===== config.mk =====
export PLATFORM = sky130hd
export DESIGN_NAME = root_5_multi_cycle
export DESIGN_NICKNAME = d
export VERILOG_FILES = /design/src/rtl/root_5_multi_cycle_pkg.sv /design/src/rtl/pow_5_multi_cycle_core.sv /design/src/rtl/root_5_multi_cycle.sv
export SDC_FILE = /design/constraint.sdc
export NUM_CORES = 1
export LEC_CHECK = 0
export CORE_UTILIZATION = 55
export CTS_BUF_LIST = sky130_fd_sc_hd__clkbuf_2
export CTS_CLUSTER_DIAMETER = 200
export CTS_CLUSTER_SIZE = 24
export DETAILED_ROUTE_END_ITERATION = 12
export PLACE_DENSITY = 0.84
export REMOVE_ABC_BUFFERS = 1
export SLEW_MARGIN = 15
export SYNTH_ARGS = -nofsm -noshare
export SYNTH_HDL_FRONTEND = slang
export SYNTH_SLANG_ARGS = --single-unit

===== constraint.sdc =====
create_clock -name clk -period 4.4 [get_ports clk]
set_clock_uncertainty 0.2 [all_clocks]
set_input_delay 0.66 -clock clk [delete_from_list [all_inputs] [get_ports clk]]
set_output_delay 0.66 -clock clk [all_outputs]
set_load 0.1 [all_outputs]

===== src/rtl/root_5_multi_cycle_pkg.sv =====
// Shared types for the pow_5 / root_5 family: search FSM states and width helpers.
// Latency: n/a (declarations only). Backpressure: n/a.
// Imported by the root search top and its multiply core.
package root_5_multi_cycle_pkg;

    typedef enum logic [2:0] {
        IDLE = 3'd0,
        LOAD = 3'd1,
        MUL  = 3'd2,
        CMP  = 3'd3,
        DONE = 3'd4
    } state_t;

    // Multiplies per candidate: cand^1 is loaded, four more products reach cand^5.
    localparam int MUL_STEPS = 4;

    function automatic int root_width(input int width);
        return (width + 4) / 5;
    endfunction

endpackage


===== src/rtl/pow_5_multi_cycle_core.sv =====
// Raises cand to the fifth power by repeated multiplication through one shared multiplier.
// Latency: start edge loads cand, then 4 enabled edges; done is high during the edge producing cand^5.
// Backpressure: none; clk_en freezes the loop, start restarts it unconditionally.
module pow_5_multi_cycle_core
    import root_5_multi_cycle_pkg::*;
#(
    parameter int RW = 2
) (
    input  logic            clk,
    input  logic            rst,
    input  logic            clk_en,
    input  logic            start,
    input  logic [RW-1:0]   cand,
    output logic [5*RW-1:0] prod,
    output logic            done
);

    localparam int PW = 5 * RW;

    logic [1:0] cnt;
    logic       active;

    // prod is 5*RW bits, so cand^5 always fits without truncation.
    always_ff @(posedge clk) begin
        if (rst) begin
            prod   <= '0;
            cnt    <= '0;
            active <= 1'b0;
        end else if (clk_en) begin
            if (start) begin
                prod   <= PW'(cand);
                cnt    <= '0;
                active <= 1'b1;
            end else if (active) begin
                prod <= prod * PW'(cand);
                cnt  <= cnt + 2'd1;
                if (done) begin
                    active <= 1'b0;
                end
            end
        end
    end

    assign done = active && (cnt == 2'(MUL_STEPS - 1));

endmodule


===== src/rtl/root_5_multi_cycle.sv =====
// Integer fifth root res = floor(n^(1/5)) by restoring bit-serial search, MSB first.
// Latency: res_vld in the cycle after enabled edge 6*rw from accept; one request per 6*rw+2 cycles.
// Backpressure: n_vld is ignored while busy (dropped, not queued); clk_en low holds all state.
module root_5_multi_cycle
    import root_5_multi_cycle_pkg::*;
#(
    parameter int w = 8
) (
    input  logic         clk,
    input  logic         rst,
    input  logic         clk_en,
    input  logic         n_vld,
    input  logic [w-1:0] n,
    output logic         busy,
    output logic         res_vld,
    output logic [w-1:0] res
);

    localparam int RW = root_width(w);
    localparam int PW = 5 * RW;
    localparam int BW = (RW > 1) ? $clog2(RW) : 1;

    state_t         state;
    state_t         state_nxt;
    logic [w-1:0]   n_q;
    logic [RW-1:0]  root;
    logic [RW-1:0]  cand;
    logic [RW-1:0]  root_nxt;
    logic [BW-1:0]  bit_idx;
    logic [PW-1:0]  prod;
    logic           start;
    logic           mul_done;
    logic           fits;

    assign cand     = root | (RW'(1) << bit_idx);
    assign fits     = (prod <= PW'(n_q));
    assign root_nxt = fits ? cand : root;

    pow_5_multi_cycle_core #(
        .RW(RW)
    ) u_core (
        .clk   (clk),
        .rst   (rst),
        .clk_en(clk_en),
        .start (start),
        .cand  (cand),
        .prod  (prod),
        .done  (mul_done)
    );

    always_comb begin
        state_nxt = state;
        start     = 1'b0;
        busy      = 1'b1;
        res_vld   = 1'b0;
        case (state)
            IDLE: begin
                busy = 1'b0;
                if (n_vld) begin
                    state_nxt = LOAD;
                end
            end
            LOAD: begin
                start     = 1'b1;
                state_nxt = MUL;
            end
            MUL: begin
                if (mul_done) begin
                    state_nxt = CMP;
                end
            end
            CMP: begin
                state_nxt = (bit_idx == '0) ? DONE : LOAD;
            end
            DONE: begin
                res_vld   = 1'b1;
                state_nxt = IDLE;
            end
            default: begin
                state_nxt = IDLE;
            end
        endcase
    end

    always_ff @(posedge clk) begin
        if (rst) begin
            state   <= IDLE;
            n_q     <= '0;
            root    <= '0;
            bit_idx <= '0;
            res     <= '0;
        end else if (clk_en) begin
            state <= state_nxt;
            case (state)
                IDLE: begin
                    if (n_vld) begin
                        n_q     <= n;
                        root    <= '0;
                        bit_idx <= BW'(RW - 1);
                    end
                end
                CMP: begin
                    // An exact power (prod == n_q) keeps the bit.
                    root <= root_nxt;
                    if (bit_idx == '0) begin
                        res <= w'(root_nxt);
                    end else begin
                        bit_idx <= bit_idx - 1'b1;
                    end
                end
                default: begin
                end
            endcase
        end
    end

endmodule

==> results of run 1 <==
-- state kept, by name, indices dropped and copies added, names as in the netlist --
register / cells
state: 3
u_core.active: 1
n_q: 8
bit_idx: 1
u_core.cnt: 2
root: 2
res: 2
u_core.prod: 10
-- worst min path at each step --
stage / from / to
floorplan: root[1]$_SDFFE_PP0P_ / root[1]$_SDFFE_PP0P_
global placement: root[1]$_SDFFE_PP0P_ / root[1]$_SDFFE_PP0P_
detailed placement: root[1]$_SDFFE_PP0P_ / root[1]$_SDFFE_PP0P_
CTS: root[1]$_SDFFE_PP0P_ / root[1]$_SDFFE_PP0P_
global route: root[1]$_SDFFE_PP0P_ / root[1]$_SDFFE_PP0P_
finish: root[1]$_SDFFE_PP0P_ / root[1]$_SDFFE_PP0P_
-- layer usage --
layer	GRT usage	up-vias	share of wire	wire, um
li1	-	826	-	-
met1	0.282	752	0.47	1790
met2	0.363	39	0.48	1820
met3	0.0559	4	0.033	124
met4	0.108	0	0.014	53
met5	0	-	0	0
-- critical path, stage by stage (launching register included) --
cell             delay (ns)
dfxtp_1                0.43
nor2_1                 0.20
and2_1                 0.15
clkdlybuf4s50_1        1.13
-- logic make-up (layout without fill, tap and decap cells) --
kind of cell,after synthesis,after routing,synth area share
mux,11,11,0.0565
fa+ha+maj,18,18,0.118
buf+inv,31,41,0.0781
xor+xnor,5,5,0.0222
flops,29,29,0.295
simple gates,82,82,0.220
other cells,1,6,0.00190
compound gates,54,54,0.208
-- power breakdown --
part	switching [W]	total [W]	internal, W	leakage, nW
Combinational	0.0000810	0.000124	0.0000427	0.718
Clock	0.0000987	0.000139	0.0000398	0.0327
Sequential	0.00000960	0.000282	0.000272	0.235
Total	0.000189	0.000544	0.000355	0.986
-- layout make-up --
class	count	area, sq um	area share
timing repair buffer	16	158	0.0732
tap	46	57.6	0.0267
multi-input combinational	176	1250	0.582
inverter	17	63.8	0.0296
sequential	29	581	0.270
clock buffer	6	30.0	0.0139
clock inverter	2	10.0	0.00465
-- stage by stage --
stage / util / instances / cell area [sq um] / hold WS, ns
6_report: 0.635 / 292 / 2150 / 0.313
3_3_place_gp: 0.623 / 284 / 2110 / 0.274
4_1_cts: 0.635 / 292 / 2150 / 0.303
5_1_grt: 0.635 / 292 / 2150 / 0.336
3_5_place_dp: 0.623 / 284 / 2110 / 0.274
2_1_floorplan: - / 222 / 1900 / 0.245
-- synth_stat cells (2+ instances only) --
cell type	n	area, sq um
nor2b_1	7	43.8
o21ai_0	8	40.0
a221oi_1	3	26.3
a211oi_1	2	15.0
clkbuf_1	2	7.51
a22oi_1	6	45.0
nor3_2	2	20.0
a22o_1	4	35.0
buf_2	2	10.0
o21ai_2	2	17.5
a2111oi_4	2	55.1
nand2b_1	3	18.8
ha_1	17	213
nand3_1	3	15.0
nand2_1	16	60.1
a21oi_1	14	70.1
nor2_1	29	109
xnor2_1	4	35.0
dfxtp_1	29	581
or3_1	2	12.5
buf_4	9	67.6
and2_1	8	50.1
inv_1	17	63.8
a21o_1	5	37.5
mux2i_1	10	100
nor3_1	3	15.0
and3b_1	2	17.5
==> results_dict.tcl, run 1 <==
set metrics [dict create \
    root_buffer "clkbuf_2" \
    numPortBuffers 15 \
    hp-class "reg2reg" \
    drt_iter0_markers 90 \
    clock_sinks 29 \
    synthCells 231 \
    fillers 302 \
    relSlewSlack 0.348 \
    vias_per_cell 5.55 \
    num_vias 1621 \
    finalMaxSlewViolations 0 \
    grt_use_total 0.225 \
    grt_pass1_wl_um 6180 \
    wl_per_cell_um 13.0 \
    path_class "reg2out" \
    setup_ws_ns 1.26 \
    p_total_w 0.000544 \
    r2r_slack_ns 1.57 \
    drive_gt1_frac 0.0813 \
    p_leak_nw 0.986 \
    timing.critical_path.to "res_vld" \
    cts_resized 0 \
    r2r_start "bit_idx$_SDFFE_PP0P_" \
    fmax_mhz 318 \
    ys_seq_elements 29 \
    route.detailed.drc 0 \
    fp.dieW_um 61.8 \
    required_ns 3.54 \
    synth-async-reset-ratio 0 \
    pin_count 22 \
    ys.flop_type "dfxtp_1" \
    synth_edf_count 0 \
    avgSynthCellArea_sq_um 8.53 \
    dieArea_sq_um 3820 \
    start_util 0.581 \
    clkTransAtPathRegs_ns 0.15 \
    pre_cts_slack_ns 1.62 \
    wirelength_um 3790 \
    dp_hpwl_um 2880 \
    htreeDepth 2 \
    seq_area_frac_synth 0.295 \
    ir_drop_mv 0.128 \
    max_cap_violations 0 \
    hold_buffers 0 \
    fin_crit_sh 0.714 \
    final-setup-viol-count 0 \
    hold_viol 0 \
    grt_pass1_vias 1398 \
    final_nets 275 \
    setup_tns_ns 0 \
    num_antenna_cells 0 \
    worstPathMaxFanout 9 \
    clkLatencyLatePin_ns 0.38 \
    setup.worst_path.end_class "output port" \
    rows 21 \
    syn_area_sq_um 1970 \
    die_h_um 61.8 \
    cts_made_buffers 5 \
    rsz0062_at_grt "no" \
    grt-ovfl-total 0 \
    rr_endpoint "u_core.prod[9]$_SDFFE_PP0P_" \
    drtPass1Iterations 4 \
    grt_max_degree 25 \
    ys_warn_count 0 \
    cts_tree "yes" \
    post_cts_buffers 0 \
    coreArea_sq_um 3390 \
    p_per_area_nw_per_um2 253 \
    ant_nets 0 \
    clock_path_buffers 2 \
    start_kind "register" \
    syn_to_final_growth_pct 9.34 \
    ys_types 47 \
    place_congestion 0.887 \
    worst_pin_slew_ns 0.974 \
    r2r.worst_path.cells 9 \
    hold_depth 2 \
    period_needed_ns 3.14 \
    antenna_found_initial 0 \
    final_cell_mix "29 x nor2_1, 29 x dfxtp_1, 17 x inv_1, 17 x ha_1, 16 x nand2_1" \
    crit_start "state[1]$_SDFFE_PP0P_" \
    outcome "complete, no violations" \
    crit_arrival_ns 2.28 \
]
Note: power is estimated with default switching activity, not from simulation.
==> run 2, diff against run 1 <==
- CORE_UTILIZATION: 55 -> 53
- PLACE_DENSITY: 0.84 -> 0.85
- clock period: 4.4 -> 2.7 ns (I/O delays scaled with it)
==> results_dict.tcl, run 2 (same netlist as run 1, synthesis figures left out) <==
set metrics [dict create \
    outcome "complete, no violations" \
    start_kind "register" \
    r2r_start "bit_idx$_SDFFE_PP0P_" \
    worstHoldEndpoint "root[1]$_SDFFE_PP0P_" \
    path_cells "nand2_1 -> and2_1 -> fa_1 -> a21o_1 -> a21o_1 -> a21oi_1 -> mux2i_1 -> nand2_1" \
    finalMaxSlewViolations 0 \
    hold_viol 0 \
    crit_buf_inv 0 \
    grt-ovfl-total 0 \
    crit_arrival_ns 2.51 \
    clock_sinks 29 \
    num_vias 1628 \
    path_class "reg2reg" \
    worst_path_largest_cell_delay_ns 0.45 \
    final_common_cell "nor2_1" \
    worstPathMaxFanout 10 \
    wl_per_cell_um 13.2 \
    drive_gt1_frac 0.116 \
    grt_pass1_wl_um 6930 \
    setup_tns_ns 0 \
    dp_hpwl_um 3020 \
    num_antenna_cells 0 \
    r2r.worst_path.cells 8 \
    htreeDepth 2 \
    dieArea_sq_um 3960 \
    start_util 0.572 \
    multi_input_area_sq_um 1250 \
    syn_to_final_growth_pct 12.2 \
    fmax_mhz 412 \
    ant_nets 0 \
    crit_slowest_cell "fa_1" \
    route.detailed.drc 0 \
    ir_drop_mv 0.216 \
    fillers 308 \
    grt_use_total 0.222 \
    required_ns 2.78 \
    grt_max_degree 16 \
    pin_count 22 \
    rsz0062_at_grt "no" \
    coreArea_sq_um 3440 \
    hp-class "reg2reg" \
    p_per_area_nw_per_um2 447 \
    rows 21 \
    cts_tree "yes" \
    drt_iter0_markers 72 \
    final-setup-viol-count 0 \
    r2r_slack_ns 0.27 \
    setup.worst_path.end_class "register" \
    wirelength_um 3930 \
    clock_path_buffers 2 \
    rr_endpoint "u_core.prod[7]$_SDFFE_PP0P_" \
    vias_per_cell 5.48 \
    antenna_found_initial 0 \
    p_leak_nw 1.02 \
    grt_pass1_vias 1603 \
    regArea_sq_um 582 \
    largest_reg_flops 10 \
    period_needed_ns 2.43 \
    top_register "u_core.prod" \
    fin_crit_sh 0.900 \
    clkLatencyLatePin_ns 0.38 \
    place_congestion 0.812 \
    crit_start "bit_idx$_SDFFE_PP0P_" \
    hold_buffers 0 \
    final_cell_mix "29 x nor2_1, 28 x dfxtp_1, 17 x inv_1, 17 x ha_1, 16 x nand2_1" \
    root_buffer "clkbuf_2" \
    final_nets 280 \
    die_h_um 63.0 \
    clkTransAtPathRegs_ns 0.16 \
    max_cap_violations 0 \
    numPortBuffers 15 \
    final_core_util 0.642 \
    crit_family "compound AO/OA/AOI/OAI gates" \
    fp.dieW_um 63.0 \
    drtPass1Iterations 4 \
    hold_depth 2 \
    cts_made_buffers 5 \
    top_regs "u_core.prod: 10 flops, n_q: 8 flops, state: 3 flops" \
    worst_hold_startpoint "root[1]$_SDFFE_PP0P_" \
]
[run 2: cell count changes in the layout (fill, tap and decap cells not counted), sizes merged]
cell           delta
clkinvlp          +1
buf               +9
clkinv            -1
clkbuf            -1
clkdlybuf4s50     -4
bufinv            +1
[run 2: worst register-to-register path, cell delays in order, from the launching register on]
cell and delay [ns]:
dfxtp_2 0.43, nand2_1 0.19, and2_1 0.25, fa_1 0.45, a21o_1 0.18, a21o_1 0.19
a21oi_1 0.17, mux2i_1 0.22, nand2_1 0.06
[run 2: through the flow]
| stage | instances | area, sq um | power, W | setup slack [ns] | hold WS [ns] |
|---|---|---|---|---|---|
| 2_1_floorplan | 222 | 1900 | 0.000618 | 0.186 | 0.245 |
| 3_3_place_gp | 289 | 2140 | 0.000671 | 0.221 | 0.278 |
| 3_5_place_dp | 289 | 2140 | 0.000678 | 0.187 | 0.285 |
| 4_1_cts | 297 | 2210 | 0.000991 | 0.154 | 0.307 |
| 5_1_grt | 297 | 2210 | 0.00103 | 0.0439 | 0.343 |
| 6_report | 297 | 2210 | 0.000988 | 0.271 | 0.310 |
[run 2: final cells by class]
cell class,instances,share of cell area
timing repair buffer,21,0.0838
clock inverter,3,0.0187
sequential,29,0.263
tap,46,0.0260
clock buffer,5,0.0113
multi-input combinational,176,0.568
inverter,17,0.0289
[run 2: per-layer routing]
metal,up-vias,track usage,part of all wire
li1,834,-,-
met1,745,0.265,0.46
met2,37,0.359,0.46
met3,12,0.0620,0.043
met4,0,0.113,0.030
met5,-,0,0
[run 2: how the worst max path moves through the flow]
| stage | to | slack [ns] | depth (start not counted) |
|---|---|---|---|
| 6_report | u_core.prod[7]$_SDFFE_PP0P_ | 0.27 | 8 |
| 2_1_floorplan | u_core.prod[9]$_SDFFE_PP0P_ | 0.19 | 9 |
| 4_1_cts | u_core.prod[9]$_SDFFE_PP0P_ | 0.15 | 8 |
| 5_1_grt | u_core.prod[9]$_SDFFE_PP0P_ | 0.04 | 8 |
| 3_5_place_dp | u_core.prod[9]$_SDFFE_PP0P_ | 0.19 | 8 |
| 3_3_place_gp | u_core.prod[9]$_SDFFE_PP0P_ | 0.22 | 8 |
[run 2: what timing repair did]
item	4_1_cts	5_1_grt
buffers inserted	0	0
gates resized for setup	0	3
setup endpoints to repair	0	3
[run 2: power breakdown]
| part | leakage [nW] | switching (W) | internal (W) |
|---|---|---|---|
| logic | 0.750 | 0.000138 | 0.0000743 |
| registers | 0.236 | 0.0000158 | 0.000444 |
| clock network | 0.0366 | 0.000163 | 0.000153 |
==> run 3, diff against run 2 <==
- RECOVER_POWER: not set -> 100
==> results_dict.tcl, run 3 (same netlist as run 1, synthesis figures left out) <==
set metrics [dict create \
    outcome "complete, no violations" \
    ant_nets 0 \
    path_class "reg2reg" \
    drt_iter0_markers 65 \
    setup.worst_path.end_class "register" \
    die_h_um 63.0 \
    num_vias 1634 \
    relSlewSlack 0.225 \
    p_seq_frac 0.469 \
    largest_reg_flops 10 \
    drtPass1Iterations 6 \
    crit_family "compound AO/OA/AOI/OAI gates" \
    top_register "u_core.prod" \
    worst_pin_slew_ns 1.17 \
    post_cts_buffers 0 \
    pin_count 22 \
    route.detailed.drc 0 \
    num_antenna_cells 0 \
    power.switching_w 0.000314 \
    path_cells "inv_1 -> ha_1 -> a2111oi_2 -> o21ai_2 -> a2111oi_2 -> o21ai_0 -> a21oi_1" \
    hold_viol 0 \
    setup_tns_ns 0 \
    cpMostUsedCell "a2111oi_2" \
    worstPathMaxFanout 3 \
    fp.dieW_um 63.0 \
    vias_per_cell 5.50 \
    clkTransAtPathRegs_ns 0.15 \
    crit_arrival_ns 2.64 \
    syn_to_final_growth_pct 9.91 \
    coreArea_sq_um 3440 \
    start_kind "register" \
    antenna_found_initial 0 \
    combPwrFrac 0.208 \
    dpl.cell_count 289 \
    dp_hpwl_um 3020 \
    final_nets 280 \
    internal_power_w 0.000666 \
    htreeDepth 2 \
    required_ns 2.82 \
    p_per_area_nw_per_um2 453 \
    worst_path_largest_cell_delay_ns 0.56 \
    pre_cts_slack_ns 0.187 \
    numPortBuffers 15 \
    final_common_cell "nor2_1" \
    clkLatencyLatePin_ns 0.38 \
    rsz0062_at_grt "no" \
    fmax_mhz 397 \
    p_clk_frac 0.323 \
    hp-class "reg2reg" \
    grt_pass1_wl_um 6930 \
    fin_crit_sh 0.933 \
    place_congestion 0.812 \
    drive_gt1_frac 0.0996 \
    fin_cells 297 \
    cts_tree "yes" \
    grt_pass1_vias 1603 \
    max_cap_violations 0 \
    final_cell_mix "29 x nor2_1, 28 x dfxtp_1, 17 x inv_1, 17 x ha_1, 16 x nand2_1" \
    finalMaxSlewViolations 0 \
    rows 21 \
    final-setup-viol-count 0 \
    grt_use_total 0.222 \
    ir_drop_mv 0.216 \
    wirelength_um 3930 \
    period_needed_ns 2.52 \
    clock_path_buffers 2 \
    clock_sinks 29 \
    p_total_w 0.000980 \
    crit_buf_inv 1 \
    grt-ovfl-total 0 \
    grt_max_degree 16 \
    top_regs "u_core.prod: 10 flops, n_q: 8 flops, state: 3 flops" \
    p_leak_nw 1.00 \
    start_util 0.572 \
    final_core_util 0.629 \
    root_buffer "clkbuf_2" \
    dieArea_sq_um 3960 \
    switching_share 0.320 \
    crit_slowest_cell "a2111oi_2" \
    cts_made_buffers 5 \
    wl_per_cell_um 13.2 \
    setup_ws_ns 0.181 \
]
run 3: cell count changes in the layout (fill, tap and decap cells not counted), sizes merged:
cell,previous run,this run
buf,10,5
clkbuf,5,10
clkdlybuf4s50,11,10
dlygate4sd3,0,1
run 3: worst reg2reg max path, stage by stage (launching register included):
cell,delay [ns]
dfxtp_1,0.37
inv_1,0.06
ha_1,0.33
a2111oi_2,0.52
o21ai_2,0.11
a2111oi_2,0.56
o21ai_0,0.17
a21oi_1,0.16
run 3: power groups by stage:
stage	clock, W	combinational, W	sequential [W]
after detailed placement	0	0.000210	0.000468
after global placement	0	0.000205	0.000467
after CTS	0.000321	0.000211	0.000459
after floorplan	0	0.000152	0.000465
final	0.000316	0.000204	0.000459
after global routing	0.000339	0.000221	0.000462
run 3: layer usage:
layer,track usage,vias to the layer above,part of all wire
met3,0.0620,11,0.050
met5,0,-,0
li1,-,832,-
met1,0.265,750,0.46
met2,0.359,41,0.46
met4,0.113,0,0.023
run 3: worst paths after layout:
kind | start | endpoint | slack [ns] | depth (start not counted)
hold / removal | root[1]$_SDFFE_PP0P_ | root[1]$_SDFFE_PP0P_ | 0.31 | 2
setup reg to reg | n_q[7]$_SDFFE_PP0P_ | root[0]$_SDFFE_PP0P_ | 0.18 | 7
setup / recovery | n_q[7]$_SDFFE_PP0P_ | root[0]$_SDFFE_PP0P_ | 0.18 | 7
hold reg to reg | root[1]$_SDFFE_PP0P_ | root[1]$_SDFFE_PP0P_ | 0.31 | 2
run 3: final cells by class:
cell class / instances / area [sq um]
clock buffer: 5 / 25.0
clock inverter: 3 / 41.3
fill: 319 / 1280
inverter: 17 / 63.8
multi-input combinational: 176 / 1230
sequential: 29 / 582
tap: 46 / 57.6
timing repair buffer: 21 / 169
run 3: stage by stage:
step                      hold WS [ns]  instance area [sq um]
final                            0.308                   2160
after global routing             0.343                   2160
after CTS                        0.307                   2210
after detailed placement         0.285                   2140
after global placement           0.278                   2140
after floorplan                  0.245                   1900
run 3: timing repair:
action	4_1_cts	5_1_grt
endpoints found under the hold margin	0	0
hold buffers	0	0
resized for setup	0	3
endpoints found under the setup margin	0	3
